**src/rtl/dma_pkg.sv**
```systemverilog
// Shared types and constants for the DMA request/priority arbiter slice.
// The DACK encoder lives here so that every user applies the same polarity rule.
package dma_pkg;

  localparam int unsigned NUM_CH = 4;

  typedef logic [1:0] ch_idx_t;

  typedef enum logic [1:0] {
    IDLE,
    REQ,
    GRANT,
    RELEASE
  } arb_state_t;

  localparam int unsigned CMD_DIS_BIT       = 2;
  localparam int unsigned CMD_ROT_BIT       = 4;
  localparam int unsigned CMD_DREQ_LOW_BIT  = 6;
  localparam int unsigned CMD_DACK_HIGH_BIT = 7;

  // Idle level is ~high on every bit; the granted channel's bit is driven to high.
  function automatic logic [NUM_CH-1:0] dack_encode(input logic grant, input ch_idx_t ch,
                                                    input logic high);
    logic [NUM_CH-1:0] v;
    v = {NUM_CH{~high}};
    if (grant) v[ch] = high;
    return v;
  endfunction

endpackage

```
**src/rtl/dma_priority_arbiter_if.sv**
```systemverilog
// DREQ/DACK and HRQ/HLDA bus handshake bundle between the arbiter and the system.
interface dma_priority_arbiter_if import dma_pkg::*; ();

  logic [NUM_CH-1:0] DREQ;
  logic              HLDA;
  logic              HRQ;
  logic [NUM_CH-1:0] DACK;

  modport master (input DREQ, input HLDA, output HRQ, output DACK);
  modport slave  (output DREQ, output HLDA, input HRQ, input DACK);

endinterface

```
**src/rtl/dma_dreq_sync.sv**
```systemverilog
// SYNC_STAGES-deep per-bit synchronizer for the asynchronous DREQ lines (2 or 3 stages).
module dma_dreq_sync #(
  parameter int unsigned SYNC_STAGES = 2,
  parameter int unsigned WIDTH       = 4
) (
  input  logic             clk,
  input  logic             rst_n,
  input  logic [WIDTH-1:0] d,
  output logic [WIDTH-1:0] q
);

  logic [SYNC_STAGES-1:0][WIDTH-1:0] stage;

  always_ff @(posedge clk or negedge rst_n) begin
    if (!rst_n) stage <= '0;
    else        stage <= {stage[SYNC_STAGES-2:0], d};
  end

  assign q = stage[SYNC_STAGES-1];

endmodule

```
**src/rtl/dma_priority_arbiter.sv**
```systemverilog
// 8237A-style DMA request/priority arbiter: DREQ/sw_req merge, mask, fixed or rotating priority.
// Rotating priority and its pointer are built only when DMA_ROTATING_PRIORITY_EN is defined.
module dma_priority_arbiter import dma_pkg::*; #(
  parameter int unsigned SYNC_STAGES = 2
) (
  input  logic                          CLK,
  input  logic                          RESET_N,
  dma_priority_arbiter_if.master        bus,
  input  logic [NUM_CH-1:0]             mask,
  input  logic [NUM_CH-1:0]             sw_req,
  input  logic                          cmd_dis,
  input  logic                          cmd_rot,
  input  logic                          dreq_low,
  input  logic                          dack_high,
  input  logic                          svc_done,
  output logic                          active,
  output ch_idx_t                       active_ch
);

  logic [1:0]        rst_ff;
  logic              rst_int;
  logic [NUM_CH-1:0] dreq_sync;
  logic [NUM_CH-1:0] req;
  logic              pend;
  ch_idx_t           base;
  ch_idx_t           idx;
  ch_idx_t           win;
  logic              found;
  arb_state_t        state;

  // Assertion is immediate and asynchronous; release waits two clock edges.
  always_ff @(posedge CLK or negedge RESET_N) begin
    if (!RESET_N) rst_ff <= '0;
    else          rst_ff <= {rst_ff[0], 1'b1};
  end
  assign rst_int = rst_ff[1];

  dma_dreq_sync #(
    .SYNC_STAGES (SYNC_STAGES),
    .WIDTH       (NUM_CH)
  ) u_dreq_sync (
    .clk   (CLK),
    .rst_n (rst_int),
    .d     (bus.DREQ),
    .q     (dreq_sync)
  );

  assign req  = ((dreq_sync ^ {NUM_CH{dreq_low}}) | sw_req) & ~mask;
  assign pend = (|req) & ~cmd_dis;

`ifdef DMA_ROTATING_PRIORITY_EN
  ch_idx_t last_ch;

  // Last serviced channel becomes lowest priority; aborted grants leave it untouched.
  always_ff @(posedge CLK or negedge rst_int) begin
    if (!rst_int)                        last_ch <= ch_idx_t'(NUM_CH - 1);
    else if (state == GRANT && svc_done) last_ch <= active_ch;
  end

  assign base = cmd_rot ? ch_idx_t'(last_ch + 2'd1) : '0;
`else
  logic unused_cmd_rot;
  assign unused_cmd_rot = cmd_rot;
  assign base = '0;
`endif

  always_comb begin
    found = 1'b0;
    win   = '0;
    idx   = '0;
    for (int unsigned i = 0; i < NUM_CH; i++) begin
      idx = ch_idx_t'(base + ch_idx_t'(i));
      if (!found && req[idx]) begin
        found = 1'b1;
        win   = idx;
      end
    end
  end

  always_ff @(posedge CLK or negedge rst_int) begin
    if (!rst_int) begin
      state     <= IDLE;
      bus.HRQ   <= 1'b0;
      bus.DACK  <= '1;
      active    <= 1'b0;
      active_ch <= '0;
    end else begin
      case (state)
        IDLE: begin
          active   <= 1'b0;
          bus.DACK <= dack_encode(1'b0, '0, dack_high);
          bus.HRQ  <= pend;
          if (pend) state <= REQ;
        end
        REQ: begin
          bus.DACK <= dack_encode(1'b0, '0, dack_high);
          bus.HRQ  <= 1'b1;
          if (bus.HLDA) begin
            if (found) begin
              state     <= GRANT;
              active    <= 1'b1;
              active_ch <= win;
              bus.DACK  <= dack_encode(1'b1, win, dack_high);
            end else begin
              state   <= RELEASE;
              bus.HRQ <= 1'b0;
            end
          end
        end
        GRANT: begin
          // svc_done wins over a simultaneous HLDA fall so the rotation still advances.
          if (svc_done || !bus.HLDA) begin
            state    <= (svc_done && bus.HLDA) ? RELEASE : IDLE;
            bus.HRQ  <= 1'b0;
            active   <= 1'b0;
            bus.DACK <= dack_encode(1'b0, '0, dack_high);
          end else begin
            bus.HRQ  <= 1'b1;
            bus.DACK <= dack_encode(1'b1, active_ch, dack_high);
          end
        end
        RELEASE: begin
          bus.HRQ  <= 1'b0;
          active   <= 1'b0;
          bus.DACK <= dack_encode(1'b0, '0, dack_high);
          if (!bus.HLDA) state <= IDLE;
        end
        default: begin
          state    <= IDLE;
          bus.HRQ  <= 1'b0;
          active   <= 1'b0;
          bus.DACK <= dack_encode(1'b0, '0, dack_high);
        end
      endcase
    end
  end

endmodule

```
**src/flat_wrapper.sv**
```systemverilog
// flat-port wrapper written by rule: the top's interface ports become plain ports
module dma_priority_arbiter_flat import dma_pkg::*;
#(
  parameter int unsigned SYNC_STAGES = 2
)
  (CLK, RESET_N, mask, sw_req, cmd_dis, cmd_rot, dreq_low, dack_high, svc_done, active, active_ch, bus_DREQ, bus_HLDA, bus_HRQ, bus_DACK);
  dma_priority_arbiter_if bus_i ();
  input  logic CLK;
  input  logic RESET_N;
  input  logic [NUM_CH-1:0] mask;
  input  logic [NUM_CH-1:0] sw_req;
  input  logic cmd_dis;
  input  logic cmd_rot;
  input  logic dreq_low;
  input  logic dack_high;
  input  logic svc_done;
  output logic active;
  output ch_idx_t active_ch;
  input wire logic [$bits(bus_i.DREQ)-1:0] bus_DREQ;
  input wire logic [$bits(bus_i.HLDA)-1:0] bus_HLDA;
  output wire logic [$bits(bus_i.HRQ)-1:0] bus_HRQ;
  output wire logic [$bits(bus_i.DACK)-1:0] bus_DACK;
  assign bus_i.DREQ = bus_DREQ;
  assign bus_i.HLDA = bus_HLDA;
  assign bus_HRQ = bus_i.HRQ;
  assign bus_DACK = bus_i.DACK;
  dma_priority_arbiter #(.SYNC_STAGES(SYNC_STAGES)) u_core (.CLK(CLK), .RESET_N(RESET_N), .bus(bus_i), .mask(mask), .sw_req(sw_req), .cmd_dis(cmd_dis), .cmd_rot(cmd_rot), .dreq_low(dreq_low), .dack_high(dack_high), .svc_done(svc_done), .active(active), .active_ch(active_ch));
endmodule
```
**config.mk**
```make
export PLATFORM = sky130hd
export DESIGN_NAME = dma_priority_arbiter_flat
export DESIGN_NICKNAME = d
export VERILOG_FILES = /design/src/rtl/dma_pkg.sv /design/src/rtl/dma_priority_arbiter_if.sv /design/src/rtl/dma_dreq_sync.sv /design/src/rtl/dma_priority_arbiter.sv /design/src/flat_wrapper.sv
export SDC_FILE = /design/constraint.sdc
export NUM_CORES = 1
export LEC_CHECK = 0
export BUFFER_PORTS_ARGS = -buffer_cell sky130_fd_sc_hd__clkbuf_2
export CORE_UTILIZATION = 56
export DETAILED_ROUTE_END_ITERATION = 10
export PLACE_DENSITY = 0.88
export SYNTH_ARGS = -nofsm -noshare
export SYNTH_HDL_FRONTEND = slang
export SYNTH_SLANG_ARGS = --single-unit
```
**constraint.sdc**
```tcl
create_clock -name CLK -period 1.45 [get_ports CLK]
set_clock_uncertainty 0.1 [all_clocks]
set_input_delay 0.145 -clock CLK [delete_from_list [all_inputs] [get_ports CLK]]
set_output_delay 0.145 -clock CLK [all_outputs]
set_load 0.02 [all_outputs]
```
Word level (Yosys, flattened, before mapping)

Index checks and enable logic that the tools add are counted.

Bits in registers: 20
Bits of input ports: 20
Output and inout bits: 8
Logic and storage cells: 76

Magnitude comparators: 4
Equal/unequal tests: 8
Multiplexer cells: 32
Bitwise logic cells: 7
Reductions and logical operators: 17

Operator list:

| cell                                                                   | number |
|---|---|
| 1-bit two-way mux                                                      | 14 |
| 2-bit two-way mux                                                      | 7 |
| 4-bit two-way mux                                                      | 3 |
| 4-bit case mux with 3 select lines                                     | 1 |
| 4-bit bitwise mux                                                      | 2 |
| 2-bit case mux with 4 select lines                                     | 1 |
| 1-bit logical AND                                                      | 6 |
| 2-bit by 3-bit < comparator with 1-bit output (second input constant)  | 2 |
| 2-bit by 1-bit != test with 1-bit output (second input constant)       | 3 |
| 3-bit AND reduction                                                    | 2 |
| 4-bit bitwise AND                                                      | 1 |
| 1-bit demux with 2-bit select                                          | 2 |
| 2-bit == test (second input constant)                                  | 2 |
| 2-bit by 1-bit >= comparator with 1-bit output (second input constant) | 2 |
| 1-bit logical NOT                                                      | 4 |
| 2-bit != test (second input constant)                                  | 2 |
| 4-bit NOT                                                              | 1 |
| 4-bit bitwise OR                                                       | 1 |
| 1-bit case mux with 4 select lines                                     | 1 |
| 4-bit AND reduction                                                    | 1 |
| 4-bit OR reduction                                                     | 1 |
| 4-bit bitwise XOR                                                      | 1 |
| 1-bit case mux with 3 select lines                                     | 1 |
| 2-bit by 1-bit == test with 1-bit output (second input constant)       | 1 |
| 5 further kinds                                                        | 6 |

Depth between registers and ports, before layout

Depth after elaboration: 21
Gate-level depth with buffers: 7

By module

Synthesis repeated with hierarchy kept, for this count alone.

Cells, all modules: 106
Area, all modules: 1,081.0 um^2

Modules (own cells, without submodules):

| module               | times used | cells each | area each (um^2) |
|---|---|---|---|
| dma_priority_arbiter | 1          | 94         | 850.8 |
| dma_dreq_sync        | 1          | 12         | 230.2 |

Worst setup path before layout

Ideal clock, no wire load.

Path type: flip-flop to flip-flop
Start: reg u_core.state[1]
End: reg u_core.state[0]
Arrival time: 1.428 ns
Required time: 1.274 ns
Setup slack: -0.155 ns
Stages on the path, launching flop included: 8
Buffers on the path: 1
Period minus slack after synthesis: 1.605 ns
Cells stage by stage: dfrtp_1 inv_1 ha_1 clkbuf_1 o22a_1 o21a_1 nand3b_1 o21ai_1

Word-level cells in the longest chain between the ends: 3
Elaborated cells on any way between the ends: 10
Those cells by class: 7 x eq/ne; 1 x mux; 2 x reduce/logical

Ends and longest elaborated chain:

| element                                                                                    | RTL line                    | RTL |
|---|---|---|
| start, declared                                                                            | dma_priority_arbiter.sv:29  | `arb_state_t state;` |
| start signal, assigned                                                                     | dma_priority_arbiter.sv:113 | `state <= (svc_done && bus.HLDA) ? RELEASE : IDLE;` |
| 2-bit == test (tied with other cells)                                                      | dma_priority_arbiter.sv:88  | `case (state)` |
| 2-bit != test (no line) / 2-bit by 1-bit != test with 1-bit output (equally long branches) | --                          |  |
| 4-bit AND reduction (no line)                                                              | --                          |  |

Parallel ways exist; a longest one is shown, timed or not.
A chain may end at the register's enable or synchronous reset.

Final worst setup path

Ends and elaborated chain as after synthesis.

==> results.toml <==
[finish]
multiInputGateArea_um2 = 706.9
n_fill_cell = 56
register_area_um2 = 508.0
diodes = 0
layout_common_cells = "clkbuf_2 (26), buf_4 (19), dfrtp_1 (14), inv_1 (7), nor2_1 (7)"
areaGrowthSynthToFinish_pct = 49.40
postLayoutCellArea_um2 = 1710
drive_gt1_share_pct = 52.17
nNetsFinal = 186
mostFrequentLayoutCell = "clkbuf_2"

[setup_path]
startpoint_type = "flip-flop"
r2r-start = "u_core.state[1]$_DFFE_PN0P_"
end_kind = "flip-flop"
reg2reg_depth = 6
r2r_end = "u_core.state[0]$_DFFE_PN0P_"
required_ns = 1.58
crit_path_start = "u_core.state[1]$_DFFE_PN0P_"
arrival_ns = 1.91
critPathMaxFanout = 4
r2r_slack_ns = -0.34
crit_end = "u_core.state[0]$_DFFE_PN0P_"
critical_path_class = "flip-flop to flip-flop"

[global_route]
grt_pass1_vias = 1081
use_met1_pct = 35.77
grt.total_usage_pct = 32.18
antenna_found_initial = 0
use_met2_pct = 58.06
grt_max_degree = 16
busiest_layer = "met2"
grt_pass1_wl_mm = 4.733
overflow = 0
use_met3_pct = 5.769

[floorplan]
rows = 15
die_h_um = 47.22
initial_core_util_pct = 62.89
fp.dieArea_um2 = 2229
die_x_um = 47.22
core_area_um2 = 1821
ios = 28

[drt]
ant_nets = 0
first_iter_violations = 91
drt-total-wl_mm = 4.314
drtPass1Iterations = 4
wl_per_cell_um = 23.19
num_vias = 1193
drc = 0
viasPerCell = 6.414

[placed_design]
hpwl_mm = 1.849
io_buffers = 26
dpl_worst_slack_ns = -0.2001
gp_congestion = 0.8053
dpl_cell_area_um2 = 1400

[synth]
synth_top_area_share_pct = 34.97
syn_area_um2 = 1145
synth_top_family_by_area = "compound AO/OA/AOI/OAI gates"
ys_seq_elements = 20
ys_warn_count = 0
synth_area_leaders = "dfrtp_1 (35%), dfstp_2 (9.2%), ha_1 (4.4%)"
synth_top_cell_by_area = "dfrtp_1"
synth_compound_area_share_pct = 22.40
synth-simple-area-share_pct = 16.83
synthMuxAreaShare_pct = 0
synth_xor_area_share_pct = 6.557
syn_nets = 131
syn_area_per_cell_um2 = 10.70
yosysSeqAreaShare_pct = 44.15
synth_adder_area_share_pct = 4.372
yosysUniqueCellTypes = 36
netlist_instances = 107

[sta]
worst_pin_slew_ns = 0.5098
finalHoldViolations = 0
tns_ns = -2.280
setup_viol = 10
rsz0062_at_grt = "true"
fmax_mhz = 559.3
slew_violations = 0
relSlewSlack_pct = 65.94
setup_slack_ns = -0.3380
period_minus_slack_ns = 1.788
fin_crit_sh_pct = 123.3

[power_and_ir_drop]
peakVddDrop_uv = 1832
powerDensity_nw_per_um2 = 1785
leakage_uw = 0.0007624
power_uw = 3053

[clock_network]
numCtsBuffers = 3
clk_pin_slew_ns = 0.13
clock_path_buffers = 2
htree_num_levels = 1
cts_tree = "yes"
root_buffer = "clkbuf_4"
clock_sinks = 20
clkLatencyLatePin_ns = 0.32

[worst_hold_path]
min_path_type = "input port to flip-flop"

[job]
max_cap_viol_count = 0

[outcome]
run_status = "finished, violations left"
violations = "negative setup slack"
[worst min path at each step]
stage	from	slack, ns	depth (start not counted)	to
3_3_place_gp	RESET_N	-0.17	1	u_core.rst_ff[1]$_DFF_PN0_
4_1_cts	RESET_N	0.02	2	u_core.rst_ff[1]$_DFF_PN0_
6_report	cmd_dis	0.03	3	u_core.state[1]$_DFFE_PN0P_
5_1_grt	cmd_dis	0.07	3	u_core.state[1]$_DFFE_PN0P_
2_1_floorplan	RESET_N	-0.25	0	u_core.rst_ff[0]$_DFF_PN0_
3_5_place_dp	RESET_N	-0.17	1	u_core.rst_ff[1]$_DFF_PN0_
[cell type report]
type	count	share of cell area (%)
repair buffers	55	22.09
flip-flops and latches	20	29.70
multi-input cells	73	41.33
inverters	9	1.975
clock buffers	3	1.317
well taps	25	1.829
clock inverters	1	1.756
[routing by layer]
| metal | share of wire, % | routed length [µm] | vias to the layer above |
|---|---|---|---|
| met5 | 0 | 0 | - |
| met3 | 10 | 442 | 38 |
| met2 | 47 | 2036 | 114 |
| met1 | 35 | 1513 | 558 |
| met4 | 7.5 | 322 | 0 |
| li1 | - | - | 483 |
[synth_stat cells (all sizes together)]
cell,instances
nand2b,2
ha,4
nand2,5
o31a,2
inv,9
and2,1
nand3b,3
o32ai,1
o2bb2ai,1
dfrtp,16
nand3,2
buf,2
nand4,1
nor3,1
dfstp,4
nor4,2
a221o,3
clkbuf,3
nor2b,4
a21oi,5
conb,1
o22a,5
a311o,1
xnor2,6
o31ai,1
nor4b,2
nor2,7
nor3b,2
o21ai,9
o21a,2
[stage by stage]
step           cells  util (%)  hold WS (ns)
2_1_floorplan    107         -       -0.2506
3_3_place_gp     167     76.91       -0.1705
3_5_place_dp     167     76.91       -0.1654
4_1_cts          183     88.52       0.02256
5_1_grt          186     93.95       0.06799
6_report         186     93.95       0.03365
[state kept, by name (all words and copies together), names as in the netlist]
register / flops
u_core.u_dreq_sync.stage: 4
u_core.bus.HRQ: 1
u_core.bus.DACK: 4
u_core.state: 2
u_core.active: 1
u_core.u_dreq_sync.q: 4
u_core.active_ch: 2
u_core.rst_ff: 2
[what timing repair did]
| action | CTS | global route |
|---|---|---|
| hold endpoints to repair | 9 | 0 |
| gates resized for setup | 11 | 16 |
| buffers inserted | 6 | 3 |
| pin swaps | 7 | 6 |
| setup endpoints to repair | 9 | 10 |
| gates cloned | 0 | 0 |
| hold buffers | 6 | 0 |
[logic make-up after synthesis]
family	count (synthesis)
AO/OA/AOI/OAI	30
AND/OR/NAND/NOR	32
adder cells (fa/ha/maj)	4
other	1
XOR/XNOR	6
flip-flops	20
buffers and inverters	14
[where the power goes]
| part | leakage (µW) | internal [µW] | switching [µW] |
|---|---|---|---|
| Sequential | 0.000229 | 754 | 145 |
| Combinational | 0.000505 | 787 | 892 |
| Clock | 0.0000279 | 279 | 196 |
[worst max-delay path: stages, from the launching register on]
cell	delay [ns]
dfrtp_2	0.49
ha_4	0.18
nand2b_4	0.14
o22a_1	0.23
o21a_1	0.24
nand3b_1	0.19
o21ai_1	0.12
No activity file was read; power rests on OpenSTA's default activity.
